`config.mk`:
```
export PLATFORM = sky130hd
export DESIGN_NAME = fetch_unit_flat
export DESIGN_NICKNAME = d
export VERILOG_FILES = /design/src/rtl/riscv_pkg.sv /design/src/rtl/fetch_unit_if.sv /design/src/rtl/fetch_out_buf.sv /design/src/rtl/fetch_unit.sv /design/src/flat_wrapper.sv
export SDC_FILE = /design/constraint.sdc
export NUM_CORES = 1
export LEC_CHECK = 0
export CORE_ASPECT_RATIO = 1.2
export CORE_MARGIN = 2
export CORE_UTILIZATION = 43
export CTS_CLUSTER_SIZE = 24
export DETAILED_ROUTE_END_ITERATION = 10
export GPL_ROUTABILITY_DRIVEN = 0
export PLACE_DENSITY = 0.86
export SYNTH_ARGS = -nofsm -noshare
export SYNTH_HDL_FRONTEND = slang
export SYNTH_SLANG_ARGS = --single-unit
```
`constraint.sdc`:
```
create_clock -name clk -period 2 [get_ports clk]
set_input_delay 0.4 -clock clk [delete_from_list [all_inputs] [get_ports clk]]
set_output_delay 0.4 -clock clk [all_outputs]
set_load 0.05 [all_outputs]
```
`src/rtl/riscv_pkg.sv`:
```
// Shared fetch-stage types: FSM state encoding, base RV32I major opcodes, default reset PC.
package riscv_pkg;

   typedef enum logic [1:0] {
      S_REQ  = 2'd0,
      S_WAIT = 2'd1,
      S_KILL = 2'd2
   } fetch_state_t;

   localparam logic [6:0] OP_R      = 7'b0110011;
   localparam logic [6:0] OP_I      = 7'b0010011;
   localparam logic [6:0] OP_LOAD   = 7'b0000011;
   localparam logic [6:0] OP_STORE  = 7'b0100011;
   localparam logic [6:0] OP_BRANCH = 7'b1100011;
   localparam logic [6:0] OP_LUI    = 7'b0110111;
   localparam logic [6:0] OP_AUIPC  = 7'b0010111;
   localparam logic [6:0] OP_JAL    = 7'b1101111;
   localparam logic [6:0] OP_JALR   = 7'b1100111;

   localparam logic [31:0] DEFAULT_RESET_PC = 32'h0000_0000;

   function automatic logic opcode_known(input logic [6:0] op);
      case (op)
         OP_R, OP_I, OP_LOAD, OP_STORE, OP_BRANCH,
         OP_LUI, OP_AUIPC, OP_JAL, OP_JALR: return 1'b1;
         default:                           return 1'b0;
      endcase
   endfunction

endpackage

```
`src/rtl/fetch_unit_if.sv`:
```
// Bundle of the fetch stage's memory, decode and redirect signals.
// master = fetch unit side; slave = memory/decode/branch-resolution side.
interface fetch_unit_if #(
   parameter int DW = 32,
   parameter int AW = 32
);
   logic          imem_req_valid;
   logic          imem_req_ready;
   logic [AW-1:0] imem_addr;
   logic          imem_rsp_valid;
   logic [DW-1:0] imem_rdata;
   logic          inst_valid;
   logic          inst_ready;
   logic [DW-1:0] inst;
   logic [AW-1:0] inst_pc;
   logic [6:0]    opcode;
   logic [2:0]    func3;
   logic          func7_5;
   logic          redirect_valid;
   logic [AW-1:0] redirect_pc;
   logic          redirect_misaligned;

   modport master (
      output imem_req_valid, imem_addr,
      input  imem_req_ready, imem_rsp_valid, imem_rdata,
      output inst_valid, inst, inst_pc, opcode, func3, func7_5,
      input  inst_ready,
      input  redirect_valid, redirect_pc,
      output redirect_misaligned
   );

   modport slave (
      input  imem_req_valid, imem_addr,
      output imem_req_ready, imem_rsp_valid, imem_rdata,
      input  inst_valid, inst, inst_pc, opcode, func3, func7_5,
      output inst_ready,
      output redirect_valid, redirect_pc,
      input  redirect_misaligned
   );
endinterface

```
`src/rtl/fetch_out_buf.sv`:
```
// Single-entry valid/ready holding register for a fetched word and its PC.
// Flush wins over load, load wins over drain.
module fetch_out_buf #(
   parameter int DW = 32,
   parameter int AW = 32
) (
   input  logic          clk,
   input  logic          rst,
   input  logic          i_load,
   input  logic          i_flush,
   input  logic          i_ready,
   input  logic [DW-1:0] i_data,
   input  logic [AW-1:0] i_pc,
   output logic          o_valid,
   output logic [DW-1:0] o_data,
   output logic [AW-1:0] o_pc
);

   logic          r_valid;
   logic [DW-1:0] r_data;
   logic [AW-1:0] r_pc;

   always_ff @(posedge clk) begin
      if (rst) begin
         r_valid <= 1'b0;
         r_data  <= '0;
         r_pc    <= '0;
      end else if (i_flush) begin
         r_valid <= 1'b0;
      end else if (i_load) begin
         r_valid <= 1'b1;
         r_data  <= i_data;
         r_pc    <= i_pc;
      end else if (r_valid && i_ready) begin
         r_valid <= 1'b0;
      end
   end

   assign o_valid = r_valid;
   assign o_data  = r_data;
   assign o_pc    = r_pc;

endmodule

```
`src/rtl/fetch_unit.sv`:
```
// Instruction fetch: PC register, one-outstanding-request FSM toward imem, redirect handling,
// and a single-entry output buffer toward decode with opcode/func field slices.
module fetch_unit
   import riscv_pkg::*;
#(
   parameter int            DW       = 32,
   parameter int            AW       = 32,
   parameter logic [AW-1:0] RESET_PC = AW'(DEFAULT_RESET_PC)
) (
   input logic         clk,
   input logic         rst,
   fetch_unit_if.master fu
);

   fetch_state_t  r_state;
   fetch_state_t  w_state_nxt;
   logic [AW-1:0] r_pc;
   logic [AW-1:0] w_pc_nxt;
   logic [AW-1:0] w_pc_inc;
   logic [AW-1:0] w_redirect_pc;
   logic          r_misaligned;
   logic          w_req_valid;
   logic          w_req_fire;
   logic          w_load;
   logic          w_flush;
   logic          w_inst_valid;
   logic [DW-1:0] w_inst;
   logic [AW-1:0] w_inst_pc;

   // Only request when the buffer is empty or draining, so a response always finds a free slot.
   assign w_req_valid   = !rst && (r_state == S_REQ) && (!w_inst_valid || fu.inst_ready);
   assign w_req_fire    = w_req_valid && fu.imem_req_ready;
   assign w_pc_inc      = r_pc + AW'(4);
   assign w_redirect_pc = {fu.redirect_pc[AW-1:2], 2'b00};

   always_comb begin
      w_state_nxt = r_state;
      w_pc_nxt    = r_pc;
      w_load      = 1'b0;
      w_flush     = 1'b0;
      if (fu.redirect_valid) begin
         // A request to the old PC that is (or becomes) in flight must be drained in S_KILL.
         w_flush  = 1'b1;
         w_pc_nxt = w_redirect_pc;
         case (r_state)
            S_REQ:          w_state_nxt = w_req_fire ? S_KILL : S_REQ;
            S_WAIT, S_KILL: w_state_nxt = fu.imem_rsp_valid ? S_REQ : S_KILL;
            default:        w_state_nxt = S_REQ;
         endcase
      end else begin
         case (r_state)
            S_REQ: begin
               if (w_req_fire) w_state_nxt = S_WAIT;
            end
            S_WAIT: begin
               if (fu.imem_rsp_valid) begin
                  w_load      = 1'b1;
                  w_pc_nxt    = w_pc_inc;
                  w_state_nxt = S_REQ;
               end
            end
            S_KILL: begin
               if (fu.imem_rsp_valid) w_state_nxt = S_REQ;
            end
            default: w_state_nxt = S_REQ;
         endcase
      end
   end

   always_ff @(posedge clk) begin
      if (rst) begin
         r_state      <= S_REQ;
         r_pc         <= RESET_PC;
         r_misaligned <= 1'b0;
      end else begin
         r_state <= w_state_nxt;
         r_pc    <= w_pc_nxt;
         if (fu.redirect_valid) r_misaligned <= |fu.redirect_pc[1:0];
      end
   end

   // A response with no request outstanding is a memory protocol violation; it is ignored.
   always_ff @(posedge clk) begin
      if (!rst && r_state == S_REQ) assert (!fu.imem_rsp_valid);
   end

   fetch_out_buf #(
      .DW(DW),
      .AW(AW)
   ) u_out_buf (
      .clk     (clk),
      .rst     (rst),
      .i_load  (w_load),
      .i_flush (w_flush),
      .i_ready (fu.inst_ready),
      .i_data  (fu.imem_rdata),
      .i_pc    (r_pc),
      .o_valid (w_inst_valid),
      .o_data  (w_inst),
      .o_pc    (w_inst_pc)
   );

   assign fu.imem_req_valid      = w_req_valid;
   assign fu.imem_addr           = r_pc;
   assign fu.inst_valid          = w_inst_valid;
   assign fu.inst                = w_inst;
   assign fu.inst_pc             = w_inst_pc;
   assign fu.opcode              = w_inst[6:0];
   assign fu.func3               = w_inst[14:12];
   assign fu.func7_5             = w_inst[30];
   assign fu.redirect_misaligned = r_misaligned;

endmodule

```
`src/flat_wrapper.sv`:
```
// flat-port wrapper written by rule: the top's interface ports become plain ports
module fetch_unit_flat import riscv_pkg::*;
#(
   parameter int            DW       = 32,
   parameter int            AW       = 32,
   parameter logic [AW-1:0] RESET_PC = AW'(DEFAULT_RESET_PC)
)
  (clk, rst, fu_imem_req_valid, fu_imem_addr, fu_imem_req_ready, fu_imem_rsp_valid, fu_imem_rdata, fu_inst_valid, fu_inst, fu_inst_pc, fu_opcode, fu_func3, fu_func7_5, fu_inst_ready, fu_redirect_valid, fu_redirect_pc, fu_redirect_misaligned);
  fetch_unit_if #(.DW(DW), .AW(AW)) fu_i ();
  input logic clk;
  input logic rst;
  output wire logic [$bits(fu_i.imem_req_valid)-1:0] fu_imem_req_valid;
  output wire logic [$bits(fu_i.imem_addr)-1:0] fu_imem_addr;
  input wire logic [$bits(fu_i.imem_req_ready)-1:0] fu_imem_req_ready;
  input wire logic [$bits(fu_i.imem_rsp_valid)-1:0] fu_imem_rsp_valid;
  input wire logic [$bits(fu_i.imem_rdata)-1:0] fu_imem_rdata;
  output wire logic [$bits(fu_i.inst_valid)-1:0] fu_inst_valid;
  output wire logic [$bits(fu_i.inst)-1:0] fu_inst;
  output wire logic [$bits(fu_i.inst_pc)-1:0] fu_inst_pc;
  output wire logic [$bits(fu_i.opcode)-1:0] fu_opcode;
  output wire logic [$bits(fu_i.func3)-1:0] fu_func3;
  output wire logic [$bits(fu_i.func7_5)-1:0] fu_func7_5;
  input wire logic [$bits(fu_i.inst_ready)-1:0] fu_inst_ready;
  input wire logic [$bits(fu_i.redirect_valid)-1:0] fu_redirect_valid;
  input wire logic [$bits(fu_i.redirect_pc)-1:0] fu_redirect_pc;
  output wire logic [$bits(fu_i.redirect_misaligned)-1:0] fu_redirect_misaligned;
  assign fu_imem_req_valid = fu_i.imem_req_valid;
  assign fu_imem_addr = fu_i.imem_addr;
  assign fu_i.imem_req_ready = fu_imem_req_ready;
  assign fu_i.imem_rsp_valid = fu_imem_rsp_valid;
  assign fu_i.imem_rdata = fu_imem_rdata;
  assign fu_inst_valid = fu_i.inst_valid;
  assign fu_inst = fu_i.inst;
  assign fu_inst_pc = fu_i.inst_pc;
  assign fu_opcode = fu_i.opcode;
  assign fu_func3 = fu_i.func3;
  assign fu_func7_5 = fu_i.func7_5;
  assign fu_i.inst_ready = fu_inst_ready;
  assign fu_i.redirect_valid = fu_redirect_valid;
  assign fu_i.redirect_pc = fu_redirect_pc;
  assign fu_redirect_misaligned = fu_i.redirect_misaligned;
  fetch_unit #(.DW(DW), .AW(AW), .RESET_PC(RESET_PC)) u_core (.clk(clk), .rst(rst), .fu(fu_i));
endmodule
```
Word level (Yosys, flattened, before mapping)
Index checks and enable logic that the tools add are counted.
{"block": "totals", "register_bits": 100, "wordCells": 48}
{"block": "classes", "addsub": 1, "n_eq_ne": 4, "muxes": 16, "n_bitwise": 1, "reduce_logical": 19}
{"cell": "$mux 32", "count": 3}
{"cell": "$add 32x3->32 const B", "count": 1}
{"cell": "$mux 2", "count": 5}
{"cell": "$pmux 2 s2", "count": 2}
{"cell": "$reduce_and 2->1", "count": 4}
{"cell": "$reduce_or 2->1", "count": 4}
{"cell": "$mux 1", "count": 6}
{"cell": "$reduce_bool 2->1", "count": 3}
{"cell": "$logic_and 1x1->1", "count": 4}
{"cell": "$ne 3x1->1 const B", "count": 1}
{"cell": "$ne 3x2->1 const B", "count": 1}
{"cell": "$eq 2x1->1 const B", "count": 1}
{"cell": "$eq 2x2->1 const B", "count": 1}
{"cell": "$logic_not 1->1", "count": 2}
{"cell": "$logic_not 2->1", "count": 1}
{"cell": "$logic_or 1x1->1", "count": 1}
{"cell": "$not 1->1", "count": 1}

Logic depth before layout (Yosys ltp)
{"block": "logic_depth", "depth_word": 7, "depth_mapped": 8, "depth_no_buf": 7}

Cells and area by module
From an unflattened synthesis, not the netlist that was laid out.
{"block": "hier_totals", "cells_unflattened": 571, "area_unflattened_um2": 5288.8}
{"module": "fetch_out_buf", "instances": 1, "cells_per_inst": 296, "area_per_inst_um2": 3083.0, "seq_area_each_um2": 1301.2}
{"module": "fetch_unit", "instances": 1, "cells_per_inst": 275, "area_per_inst_um2": 2205.9, "seq_area_each_um2": 660.6}

Worst setup path before layout
No wires, ideal clock.
{"block": "synth_timing", "kind": "register -> register", "startpoint": "register u_core.r_pc[2], in the netlist u_core.fu.imem_addr[2]", "endpoint": "register u_core.r_pc[24], in the netlist u_core.fu.imem_addr[24]", "setup_ns": 0.115, "t_arrival_ns": 2.143, "required_ns": 1.885, "slack_ns": -0.257, "stages_incl_launch_ff": 8, "path_buffers": 1, "synth_period_minus_slack_ns": 2.257, "path_cell_list": "dfxtp_1 > ha_1 > nand3_1 > or4_1 > buf_2 > nor3_2 > xor2_1 > o21a_1"}
{"block": "synth_via", "elab_chain_len": 4}
{"item": "from (decl)", "line_no": "fetch_unit.sv:17", "text": "logic [AW-1:0] r_pc;"}
{"item": "from (signal assigned)", "line_no": "fetch_unit.sv:77", "text": "r_pc <= w_pc_nxt;"}
{"item": "$add 32x3->32", "line_no": "fetch_unit.sv:33", "text": "assign w_pc_inc = r_pc + AW'(4);"}
{"item": "$mux 32", "line_no": "fetch_unit.sv:56", "text": "if (fu.imem_rsp_valid) begin"}
{"item": "$mux 32", "line_no": "fetch_unit.sv:51", "text": "case (r_state)"}
{"item": "$mux 32", "line_no": "fetch_unit.sv:41", "text": "if (fu.redirect_valid) begin"}
No other way between the ends. The select of a mux whose other input is x is not followed.
A chain may end at the register's enable or synchronous reset.

Final worst setup path
{"block": "layout_timing", "startpoint": "register u_core.r_pc[9], in the netlist u_core.fu.imem_addr[9]", "endpoint": "output port fu_imem_addr[9]"}
{"item": "to (decl)", "line_no": "flat_wrapper.sv:13", "text": "output wire logic [$bits(fu_i.imem_addr)-1:0] fu_imem_addr;"}
No word-level cell between the ends.

==> results.yml <==
outcome:
  run_status: "finished clean"
drt:
  ant_nets: 0
  wire_per_inst_um: 15.00
  wl_met2_mm: 6.234
  drtIter0Drc: 208
  via_per_inst: 5.238
  drc: 0
  wl_met3_mm: 1.043
  vias: 4321
  wl_met1_mm: 4.821
  top_layer: "met4"
  drtPass1Iterations: 4
  wl_mm: 12.38
timing:
  max_freq_mhz: 509.8
  final_hold_viol_count: 0
  rsz0062_at_grt: "false"
  tns_ps: 0
  layout_min_cycle_time_ps: 1962
  setup_viol: 0
  fin_skew_ps: 4.899
  slew_viol_final: 0
  setup_slack_ps: 38.30
  period_share_pct: 98.09
  tightest_slew_ps: 536.0
  slew_headroom_pct: 64.16
place:
  dpl-instance-area_mm2: 0.006091
  post-place-ws_ps: -310.4
  dp_hpwl_mm: 9.019
  place.port_buffers: 175
clock_tree:
  cts.sinks: 96
  cts_buffers: 9
  htree_levels: 3
  cts_root_buf: "clkbuf_16"
  clk_latency_ps: 340
  clk_pin_slew_ps: 60
  cts_buffer_depth: 2
  cts_tree: "yes"
  cts_hold_buffers: 0
floorplanning:
  ios: 180
  die_w_um: 94.22
  initial_core_util_pct: 44.14
  die_area_mm2: 0.01058
  die_h_um: 112.3
  coreArea_mm2: 0.009515
  rows: 39
finish:
  multi_input_area_mm2: 0.002007
  drive_gt1_share_pct: 13.39
  final_cell_mix: "clkdlybuf4s50_1, nand2_1, a21oi_1, dfxtp_1, buf_4"
  seqCellArea_mm2: 0.001942
  final_area_mm2: 0.006411
  syn_to_final_growth_pct: 52.64
  postLayoutCoreUtil_pct: 67.38
  n_antenna_cell: 0
  nets: 771
  final_common_cell: "clkdlybuf4s50_1"
  nFillCells: 795
logic_synthesis:
  synth-seq-cells: 96
  syn_area_mm2: 0.004200
  synth-edff-count: 0
  ys.flop_type: "dfxtp_1"
  avgSynthCellArea_um2: 7.910
  synthCells: 531
  async_reset_ff_share_pct: 0
  synth_warnings: 0
  yosysSeqAreaShare_pct: 45.76
  yosysUniqueCellTypes: 41
run:
  maxCapViolations: 0
grt:
  grt_pass1_wl_mm: 19.70
  grt-ovfl-total: 0
  antenna_found_initial: 0
  grt_max_degree: 97
  grt_util_all_layers_pct: 23.47
  grt_pass1_vias: 4125
hold_path:
  whs_path_depth: 2
  hold_path_class: "in -> reg"
  whs_endpoint: "u_core.fu.redirect_misaligned"
  holdCritStartpoint: "rst"
worst_setup_path:
  reg2reg_to: "u_core.fu.imem_addr[24]"
  start_kind: "flop"
  path_buf_inv: 1
  cp.required_ps: 1600
  max_stage_delay_ps: 830
  r2r_start: "u_core.fu.imem_addr[3]"
  endpoint_kind: "output port"
  arrival_ps: 1560
  reg2reg_depth: 6
  cp_slowest_cell: "clkdlybuf4s50_1"
  worstSetupPathType: "reg -> out"
  crit_family: "buffers and inverters"
  critPathLaunch: "u_core.fu.imem_addr[9]"
  rrSetupSlack_ps: 150
  crit_chain: "clkdlybuf4s50_1"
  path_max_fanout: 6
pwr:
  irDropWorstVdd_v: 0.0004881
  power_density_mw_per_mm2: 675.4
  power_leakage_nw: 2.429
## worst max-delay path by stage
stage / endpoint / cells after the start / slack [ps]
6_report: fu_imem_addr[9] / 1 / 40
5_1_grt: fu_imem_req_valid / 5 / 2
4_1_cts: fu_imem_addr[10] / 2 / 0.8
3_5_place_dp: u_core.fu.imem_addr[24] / 6 / -310
3_3_place_gp: u_core.fu.imem_addr[24] / 6 / -280
2_1_floorplan: u_core.fu.imem_addr[24] / 6 / -20
## per-layer routing
layer	vias to the layer above	track usage, %
li1	2092	-
met1	2021	26.92
met2	190	40.48
met3	18	6.174
met4	0	10.63
met5	-	0
## timing repair
| action | CTS | global route |
|---|---|---|
| resized for setup | 3 | 10 |
| endpoints found under the setup margin | 3 | 9 |
| setup buffers | 0 | 0 |
## layout make-up
class                           count  share of cell area, %
Timing Repair Buffer              200                  30.29
Tap cell                          123                  2.400
Clock buffer                       12                  4.001
Multi-Input combinational cell    368                  31.30
Sequential cell                    96                  30.29
Clock inverter                      4                 0.4294
Inverter                           22                  1.288
## where the power goes
group | switching [mW] | total [mW] | internal [mW]
combinational | 0.389 | 0.684 | 0.294
clock | 0.706 | 1.62 | 0.912
sequential | 0.0640 | 2.03 | 1.96
## state kept, by name, indices dropped and copies added (netlist names)
register and count:
u_core.u_out_buf.o_pc 30, u_core.r_state 2, u_core.u_out_buf.o_valid 1, u_core.u_out_buf.o_data 32, u_core.fu.redirect_misaligned 1, u_core.fu.imem_addr 30
## logic make-up after synthesis
family | synth area share (%)
flops | 45.76
xor+xnor | 5.213
fa+ha+maj | 1.192
compound gates | 15.16
mux | 1.192
buf+inv | 7.656
other cells | 0.08928
simple gates | 23.74
## stage by stage
step           power [mW]  hold WS (ps)  instances
2_1_floorplan       2.438         536.0        534
3_3_place_gp        2.736         441.4        809
3_5_place_dp        2.748         445.3        809
4_1_cts             4.361         264.1        825
5_1_grt             4.510         278.1        825
6_report            4.330         277.8        825
## Yosys cell counts (6+ instances only)
master,count,area share (%)
inv_1,22,2.0
nand4_1,12,1.8
dfxtp_1,96,46
nor3_1,6,0.71
a21oi_1,87,10
xor2_1,9,1.9
buf_4,15,2.7
xnor2_1,16,3.3
nand2_1,137,12
o21a_1,16,2.9
clkbuf_1,30,2.7
nand3_1,9,1.1
nor2_1,18,1.6
No activity file was read; power rests on OpenSTA's default activity.
